===== config.mk =====
export PLATFORM = sky130hd
export DESIGN_NAME = fpnew_divsqrt_arbiter
export DESIGN_NICKNAME = d
export VERILOG_FILES = /design/src/rtl/fpnew_divsqrt_arbiter.sv
export SDC_FILE = /design/constraint.sdc
export NUM_CORES = 1
export LEC_CHECK = 0
export ABC_AREA = 1
export BUFFER_PORTS_ARGS = -buffer_cell sky130_fd_sc_hd__clkbuf_2
export CORE_AREA = 2 2 331 333
export DETAILED_ROUTE_END_ITERATION = 10
export DIE_AREA = 0 0 333 335
export MAX_ROUTING_LAYER = met4
export PLACE_DENSITY = 0.3
export SKIP_CTS_REPAIR_TIMING = 1
export SYNTH_ARGS = -nofsm -noshare
export SYNTH_HDL_FRONTEND = slang
export SYNTH_SLANG_ARGS = --single-unit

===== constraint.sdc =====
create_clock -name clk_i -period 3.2 [get_ports clk_i]
set_input_delay 0.64 -clock clk_i [delete_from_list [all_inputs] [get_ports clk_i]]
set_output_delay 0.64 -clock clk_i [all_outputs]
set_load 0.005 [all_outputs]

===== src/rtl/fpnew_divsqrt_arbiter.sv =====
// ---------------------------------------------------------------------------
// fpnew_divsqrt_arbiter
//
// Shares one multi-cycle, single-outstanding FP div/sqrt unit among NumReq
// requesters. Requests are arbitrated round-robin. The winner's payload is
// forwarded to the unit. The owner of the in-flight operation is recorded so
// that the unit's result is routed back to that requester only.
//
// Ports
//   clk_i, rst_ni        clock, asynchronous active-low reset
//   flush_i              kill all in-flight work (highest priority)
//   req_valid_i/ready_o  per-requester issue handshake
//   req_payload_i        per-requester opaque request bits
//   resp_valid_o/ready_i per-requester response handshake
//   resp_payload_o       unit result, broadcast to all requesters
//   unit_valid_o/ready_i issue handshake towards the unit
//   unit_payload_o       payload of the granted requester
//   unit_flush_o         flush forwarded to the unit
//   unit_out_*           result handshake from the unit
//   owner_o              requester owning the in-flight op
//   busy_o               offer locked or op in flight
// ---------------------------------------------------------------------------
module fpnew_divsqrt_arbiter #(
  parameter int unsigned NumReq       = 4,
  parameter int unsigned PayloadWidth = 136,
  parameter int unsigned RespWidth    = 69,
  localparam int unsigned IdxW        = (NumReq > 1) ? $clog2(NumReq) : 1
) (
  input  logic                                 clk_i,
  input  logic                                 rst_ni,
  input  logic                                 flush_i,
  input  logic [NumReq-1:0]                    req_valid_i,
  output logic [NumReq-1:0]                    req_ready_o,
  input  logic [NumReq-1:0][PayloadWidth-1:0]  req_payload_i,
  output logic [NumReq-1:0]                    resp_valid_o,
  input  logic [NumReq-1:0]                    resp_ready_i,
  output logic [RespWidth-1:0]                 resp_payload_o,
  output logic                                 unit_valid_o,
  input  logic                                 unit_ready_i,
  output logic [PayloadWidth-1:0]              unit_payload_o,
  output logic                                 unit_flush_o,
  input  logic                                 unit_out_valid_i,
  output logic                                 unit_out_ready_o,
  input  logic [RespWidth-1:0]                 unit_out_payload_i,
  output logic [IdxW-1:0]                      owner_o,
  output logic                                 busy_o
);

  typedef enum logic {IDLE = 1'b0, WAIT = 1'b1} state_e;

  state_e          state_q, state_d;
  logic [IdxW-1:0] rr_ptr_q;
  logic [IdxW-1:0] grant_q;
  logic [IdxW-1:0] owner_q;
  logic            lock_q;

  logic [IdxW-1:0] scan_grant;
  logic [IdxW-1:0] scan_idx;
  logic            scan_found;
  logic [IdxW-1:0] grant;
  logic [IdxW-1:0] next_rr;
  logic            issue_fire;
  logic            issue_stall;
  logic            done_fire;

  // First valid requester at or above rr_ptr, wrapping modulo NumReq.
  always_comb begin
    scan_grant = rr_ptr_q;
    scan_idx   = '0;
    scan_found = 1'b0;
    for (int i = 0; i < NumReq; i++) begin
      scan_idx = IdxW'((int'(rr_ptr_q) + i) % NumReq);
      if (!scan_found && req_valid_i[scan_idx]) begin
        scan_found = 1'b1;
        scan_grant = scan_idx;
      end
    end
  end

  // A stalled offer keeps its winner so the unit sees a stable request.
  assign grant   = lock_q ? grant_q : scan_grant;
  assign next_rr = (grant == IdxW'(NumReq - 1)) ? '0 : grant + 1'b1;

  assign issue_fire  = (state_q == IDLE) & ~flush_i & (|req_valid_i) & unit_ready_i;
  assign issue_stall = (state_q == IDLE) & ~flush_i & (|req_valid_i) & ~unit_ready_i;
  assign done_fire   = (state_q == WAIT) & ~flush_i & unit_out_valid_i & resp_ready_i[owner_q];

  always_ff @(posedge clk_i or negedge rst_ni) begin
    if (!rst_ni) state_q <= IDLE;
    else         state_q <= state_d;
  end

  always_comb begin
    state_d          = state_q;
    unit_valid_o     = 1'b0;
    req_ready_o      = '0;
    resp_valid_o     = '0;
    unit_out_ready_o = 1'b0;
    if (flush_i) begin
      state_d = IDLE;
    end else begin
      unique case (state_q)
        IDLE: begin
          unit_valid_o       = |req_valid_i;
          req_ready_o[grant] = unit_ready_i & req_valid_i[grant];
          if (issue_fire) state_d = WAIT;
        end
        WAIT: begin
          resp_valid_o[owner_q] = unit_out_valid_i;
          unit_out_ready_o      = resp_ready_i[owner_q];
          if (done_fire) state_d = IDLE;
        end
        default: state_d = IDLE;
      endcase
    end
  end

  always_ff @(posedge clk_i or negedge rst_ni) begin
    if (!rst_ni) begin
      rr_ptr_q <= '0;
      grant_q  <= '0;
      owner_q  <= '0;
      lock_q   <= 1'b0;
    end else if (flush_i) begin
      lock_q <= 1'b0;
    end else if (issue_fire) begin
      owner_q  <= grant;
      rr_ptr_q <= next_rr;
      lock_q   <= 1'b0;
    end else if (issue_stall) begin
      grant_q <= grant;
      lock_q  <= 1'b1;
    end
  end

  assign unit_payload_o = req_payload_i[grant];
  assign resp_payload_o = unit_out_payload_i;
  assign unit_flush_o   = flush_i;
  assign owner_o        = owner_q;
  assign busy_o         = (state_q == WAIT) | lock_q;

endmodule


Yosys cells after proc, flatten, opt, wreduce, memory -nomap -nowiden
Index checks and enable logic that the tools add are counted.
- add/sub/neg operators: 4
- multipliers: 0
- div/mod/pow operators: 0
- magnitude comparators: 8
- equal/unequal tests: 1
- shift-type cells: 0
- muxes and demuxes: 41
- bitwise operators: 15
- reductions and logical operators: 12
- operators by type and width (kind ; count):
    binary-select mux 136 bit (select 2 bit) ; 1
    two-way mux 136 bit ; 1
    two-way mux 1 bit ; 21
    less-than comparator 2 x 3 -> 1 bit, second input constant ; 6
    two-way mux 4 bit ; 4
    binary-select mux 1 bit (select 2 bit) ; 6
    two-way mux 2 bit ; 5
    bitwise AND 1 bit ; 8
    bitwise AND 4 bit ; 2
    logical AND 1 bit ; 5
    adder 2 x 1 -> 2 bit, second input constant ; 2
    adder 2 bit, second input constant ; 2
    demux 1 bit (select 2 bit) ; 2
    >= comparator 2 x 1 -> 1 bit, second input constant ; 2
    inverter 1 bit ; 4
    OR reduction 4 bit ; 1
    zero test 1 bit ; 3
    AND reduction 3 bit ; 1
    nonzero test 3 bit ; 1
    == test 2 bit, second input constant ; 1
    case mux 1 bit (2 select lines) ; 1
    AND reduction 2 bit ; 1
    bitwise OR 1 bit ; 1
- register bits: 8
- latch bits: 0
- RAM bits: 0
- memory bits (read-only): 0
- bits of input ports: 626
- output and inout port bits: 219
- word-level logic and storage cells: 86
- memories kept: 0

Longest topological paths before layout
- depth after elaboration: 20
- gate-level depth with buffers: 19
- gate-level depth less buffers: 18

Worst setup path before layout
No wires, ideal clock.
- kind: input to output
- start: in req_valid_i[0]
- end: out req_ready_o[3]
- data arrival time: 2.071 ns
- required time: 2.560 ns
- slack: 0.489 ns
- stages on the path: 13
- path buffers: 1
- cell sequence: nand2_1 nand2_1 nand2_2 nand2_4 nor2_4 nand2_1 nand3_1 nand2_1 nand2_4 buf_1 ha_1 nand2_1 nor2_1
- longest elaborated chain between the ends: 20
- elaborated cells between the ends (all ways): 32
- classes of those cells: 2 x order compare; 21 x mux; 2 x bitwise; 7 x reduce/logical
- RTL lines (what ; RTL line ; RTL):
    from (decl) ; 32 ; input logic [NumReq-1:0] req_valid_i,
    binary-select mux 1 bit (select 2 bit) ; 73 ; if (!scan_found && req_valid_i[scan_idx]) begin
    two-way mux 1 bit (not written as such) ; 73 ;
    two-way mux 1 bit ; 73 ;
    zero test 1 bit ; 73 ;
    logical AND 1 bit ; 73 ;
    two-way mux 1 bit ; 73 ;
    zero test 1 bit ; 73 ;
    logical AND 1 bit ; 73 ;
    (+4 left out) ; - ;
    two-way mux 2 bit ; 81 ; assign grant = lock_q ? grant_q : scan_grant;
    less-than comparator 2 x 3 -> 1 bit (not written as such) / >= comparator 2 x 1 -> 1 bit (equally long branches) ; 105 ; req_ready_o[grant] = unit_ready_i & req_valid_i[grant];
    logical AND 1 bit (not written as such) ; 105 ;
    two-way mux 1 bit (not written as such) ; 105 ;
    demux 1 bit (select 2 bit) ; 105 ;
    bitwise AND 4 bit (no line) (*) ; - ;
    two-way mux 4 bit (*) ; 102 ; unique case (state_q)
    two-way mux 4 bit (*) ; 99 ; if (flush_i) begin
    to (decl) ; 33 ; output logic [NumReq-1:0] req_ready_o,
Every way passes the cells marked *; elsewhere a longest branch is shown, timed or not. The select of a mux whose other input is x is not followed.

Final worst setup path
- start: in req_valid_i[2]
- end: out unit_payload_o[31]
- longest elaborated chain between the ends: 15
- elaborated cells between the ends (all ways): 23
- classes of those cells: 17 x mux; 6 x reduce/logical
- RTL lines (what ; RTL line ; RTL):
    binary-select mux 1 bit (select 2 bit) ; 73 ;
    two-way mux 1 bit (not written as such) ; 73 ;
    two-way mux 1 bit ; 73 ;
    zero test 1 bit ; 73 ;
    logical AND 1 bit ; 73 ;
    two-way mux 1 bit ; 73 ;
    zero test 1 bit ; 73 ;
    logical AND 1 bit ; 73 ;
    two-way mux 1 bit ; 73 ;
    zero test 1 bit ; 73 ;
    logical AND 1 bit ; 73 ;
    two-way mux 2 bit (*) ; 73 ;
    two-way mux 2 bit (*) ; 81 ;
    binary-select mux 136 bit (select 2 bit) (*) ; 136 ; assign unit_payload_o = req_payload_i[grant];
    two-way mux 136 bit (not written as such) (*) ; 136 ;
    to (decl) ; 40 ; output logic [PayloadWidth-1:0] unit_payload_o,
Marks and branches as above.

==> out/metrics.yaml <==
global_route:
  grt_pass1_wl_um: 88700
  grt_max_degree: 41
  overflow: 0
  grt_pass1_vias: 10000
  track_usage_pct: 12.0
  antenna_found_initial: 41
finish:
  multi_input_area_sq_um: 4760
  stdcell_count: 3282
  regArea_sq_um: 203
  final_util_pct: 12.8
  layout.cells.most_common_list: "clkbuf_2, nand2_1, inv_1"
  drive_gt1_share_pct: 58.7
  areaGrowthSynthToFinish_pct: 146
  nets: 2468
  fillers: 12800
  mostFrequentLayoutCell: "clkbuf_2"
job:
  cap_violations: 0
routing:
  antenna_left: 0
  avgViaCountPerCell: 3.12
  drtIter0Drc: 461
  routed_wl_um: 75300
  post_drt_wl_per_cell_um: 22.9
  remaining_drc_errors: 0
  vias: 10200
  drt_first_pass_iters: 5
timing:
  post-route-period-util_pct: 106
  worst_pin_slew_ns: 0.455
  rsz0062_at_grt: "yes"
  slew_violations: 0
  hold_violations: 0
  period_needed_ns: 3.40
  setup_viol: 138
  max_freq_ghz: 0.294
  timing.slew.headroom_pct: 69.5
  finalWorstSetupSlack_ns: -0.197
  skew_ns: 0.000782
cts:
  clock_path_buffers: 2
  clock_latency_ns: 0.23
  cts.reportedPaths.clkPinSlew_ns: 0.04
  ctsRootBufferMaster: "clkbuf_16"
  cts_tree: "built"
  cts_made_buffers: 3
  htreeDepth: 1
  numClockSinks: 8
setup_path:
  worstPathArrival_ns: 2.76
  critical_path_class: "input pin to output port"
  crit_required_ns: 2.56
  crit_path_end_kind: "output port"
  crit_fanout: 8
  cp-start-kind: "input pin"
floorplanning:
  die_h_um: 335
  dieArea_sq_um: 112000
  rows: 121
  initial_core_util_pct: 5.22
  pin_count: 845
  die_w_um: 333
  core-area_sq_um: 108000
synthesis:
  avgSynthCellArea_sq_um: 5.14
  synth_cells: 1098
  yosys.cell_types.count: 30
  synth_area_sq_um: 5640
  ys_seq_elements: 8
  synth_nets: 1726
  synthTopCellsByArea: "nand2_1, o211ai_1, nand3_1"
  synth_warnings: 0
  ys.flop_type: "dfrtp_1"
  yosysTopAreaCell: "nand2_1"
  synth_edf_count: 0
  ys_async_sr_fraction_pct: 100
  synth_seq_area_share_pct: 3.55
  synth_top_area_share_pct: 30.8
run_status:
  violations: "negative setup slack"
  status: "finished, violations left"
power_and_ir_drop:
  peakVddDrop_mv: 0.517
  p_leak_uw: 0.00743
  power_uw: 22700
  powerDensity_nw_per_um2: 1640
placed_design:
  port_buffers: 706
  gp_congestion: 0.810
  place_inst: 3177
  pre_cts_slack_ns: -0.440
  dp_hpwl_um: 63800
hold_path:
  hold_class: "input pin to async pin"
-- state kept, by name, summed over array words and instances (netlist names) --
signal and cells:
grant_q 2, owner_o 2, lock_q 1, state_q 1, rr_ptr_q 2
-- per-layer routing --
metal / vias to the layer above / global-route usage (%) / wire length, um
met5: - / - / 0
met4: 0 / 0.568 / 616
met3: 34 / 4.77 / 5970
met2: 543 / 19.5 / 34400
met1: 4674 / 14.8 / 34300
li1: 4989 / - / -
-- through the flow --
step | area, sq um | setup TNS (ns) | hold slack (ns)
after detailed placement | 11100 | -28.39 | 0.488
after global routing | 13900 | -34.79 | 0.301
after floorplan | 5640 | 0 | 0.344
after CTS | 11200 | -39.58 | 0.294
final | 13900 | -15.80 | 0.276
after global placement | 11100 | -43.91 | 0.483
-- cell usage after synthesis (2+ instances only) --
library cell and n:
a21oi_1 2, buf_2 38, buf_4 84, buf_6 18, clkbuf_1 3, dfrtp_1 8
ha_1 2, inv_1 150, inv_2 3, inv_4 2, nand2_1 463, nand2_2 5
nand2_4 2, nand3_1 148, nor2_1 9, nor2_4 2, nor3_1 5, o211ai_1 136
o21a_1 3, o21ai_0 5
-- cells by family (layout without fill, tap and decap cells) --
kind of cell,count (synthesis),after routing,synth area share (%)
and+or+nand+nor,639,639,47.5
DFF,8,8,3.55
adders and majority gates,2,2,0.444
buffers and inverters,301,1041,29.2
other,0,30,0
AOI/OAI and AO/OA,148,148,19.3
-- where the power goes --
part / internal, uW / switching, uW
sequential: 144 / 60.2
combinational: 10200 / 12100
clock: 161 / 50.2
total: 10600 / 12200
-- critical path, cell delays in order --
cell and delay, ns:
buf_4 0.15, nand2_1 0.12, nand2_4 0.07, nand2_2 0.08
nand2_4 0.06, nor2_4 0.14, nand2_4 0.08, nand2_2 0.07
nand2_2 0.06, nand2_4 0.08, nand2_8 0.11, buf_12 0.18
buf_12 0.14, buf_4 0.14, o211ai_1 0.32, nand3_1 0.13
clkbuf_2 0.16
-- worst paths after layout --
path / from / slack (ns) / endpoint / cells after the start
worst min register to register: grant_q[1] / 0.49 / grant_q[1] / 1
worst max register to register: rr_ptr_q[0] / 0.80 / rr_ptr_q[0] / 17
min in group clk_i: grant_q[1] / 0.49 / grant_q[1] / 1
max in group asynchronous: rst_ni / 2.70 / rr_ptr_q[0] / 1
worst min-delay path: rst_ni / 0.28 / state_q / 1
worst max-delay path: req_valid_i[2] / -0.20 / unit_payload_o[31] / 17
-- layout make-up --
cell class	count	share of cell area (%)
clock buffer	3	0.541
multi-input combinational	789	34.3
tap	1414	12.8
antenna	30	0.541
timing repair buffer	883	46.0
sequential	8	1.46
inverter	155	4.32
Power figures use the tool's default switching activity.
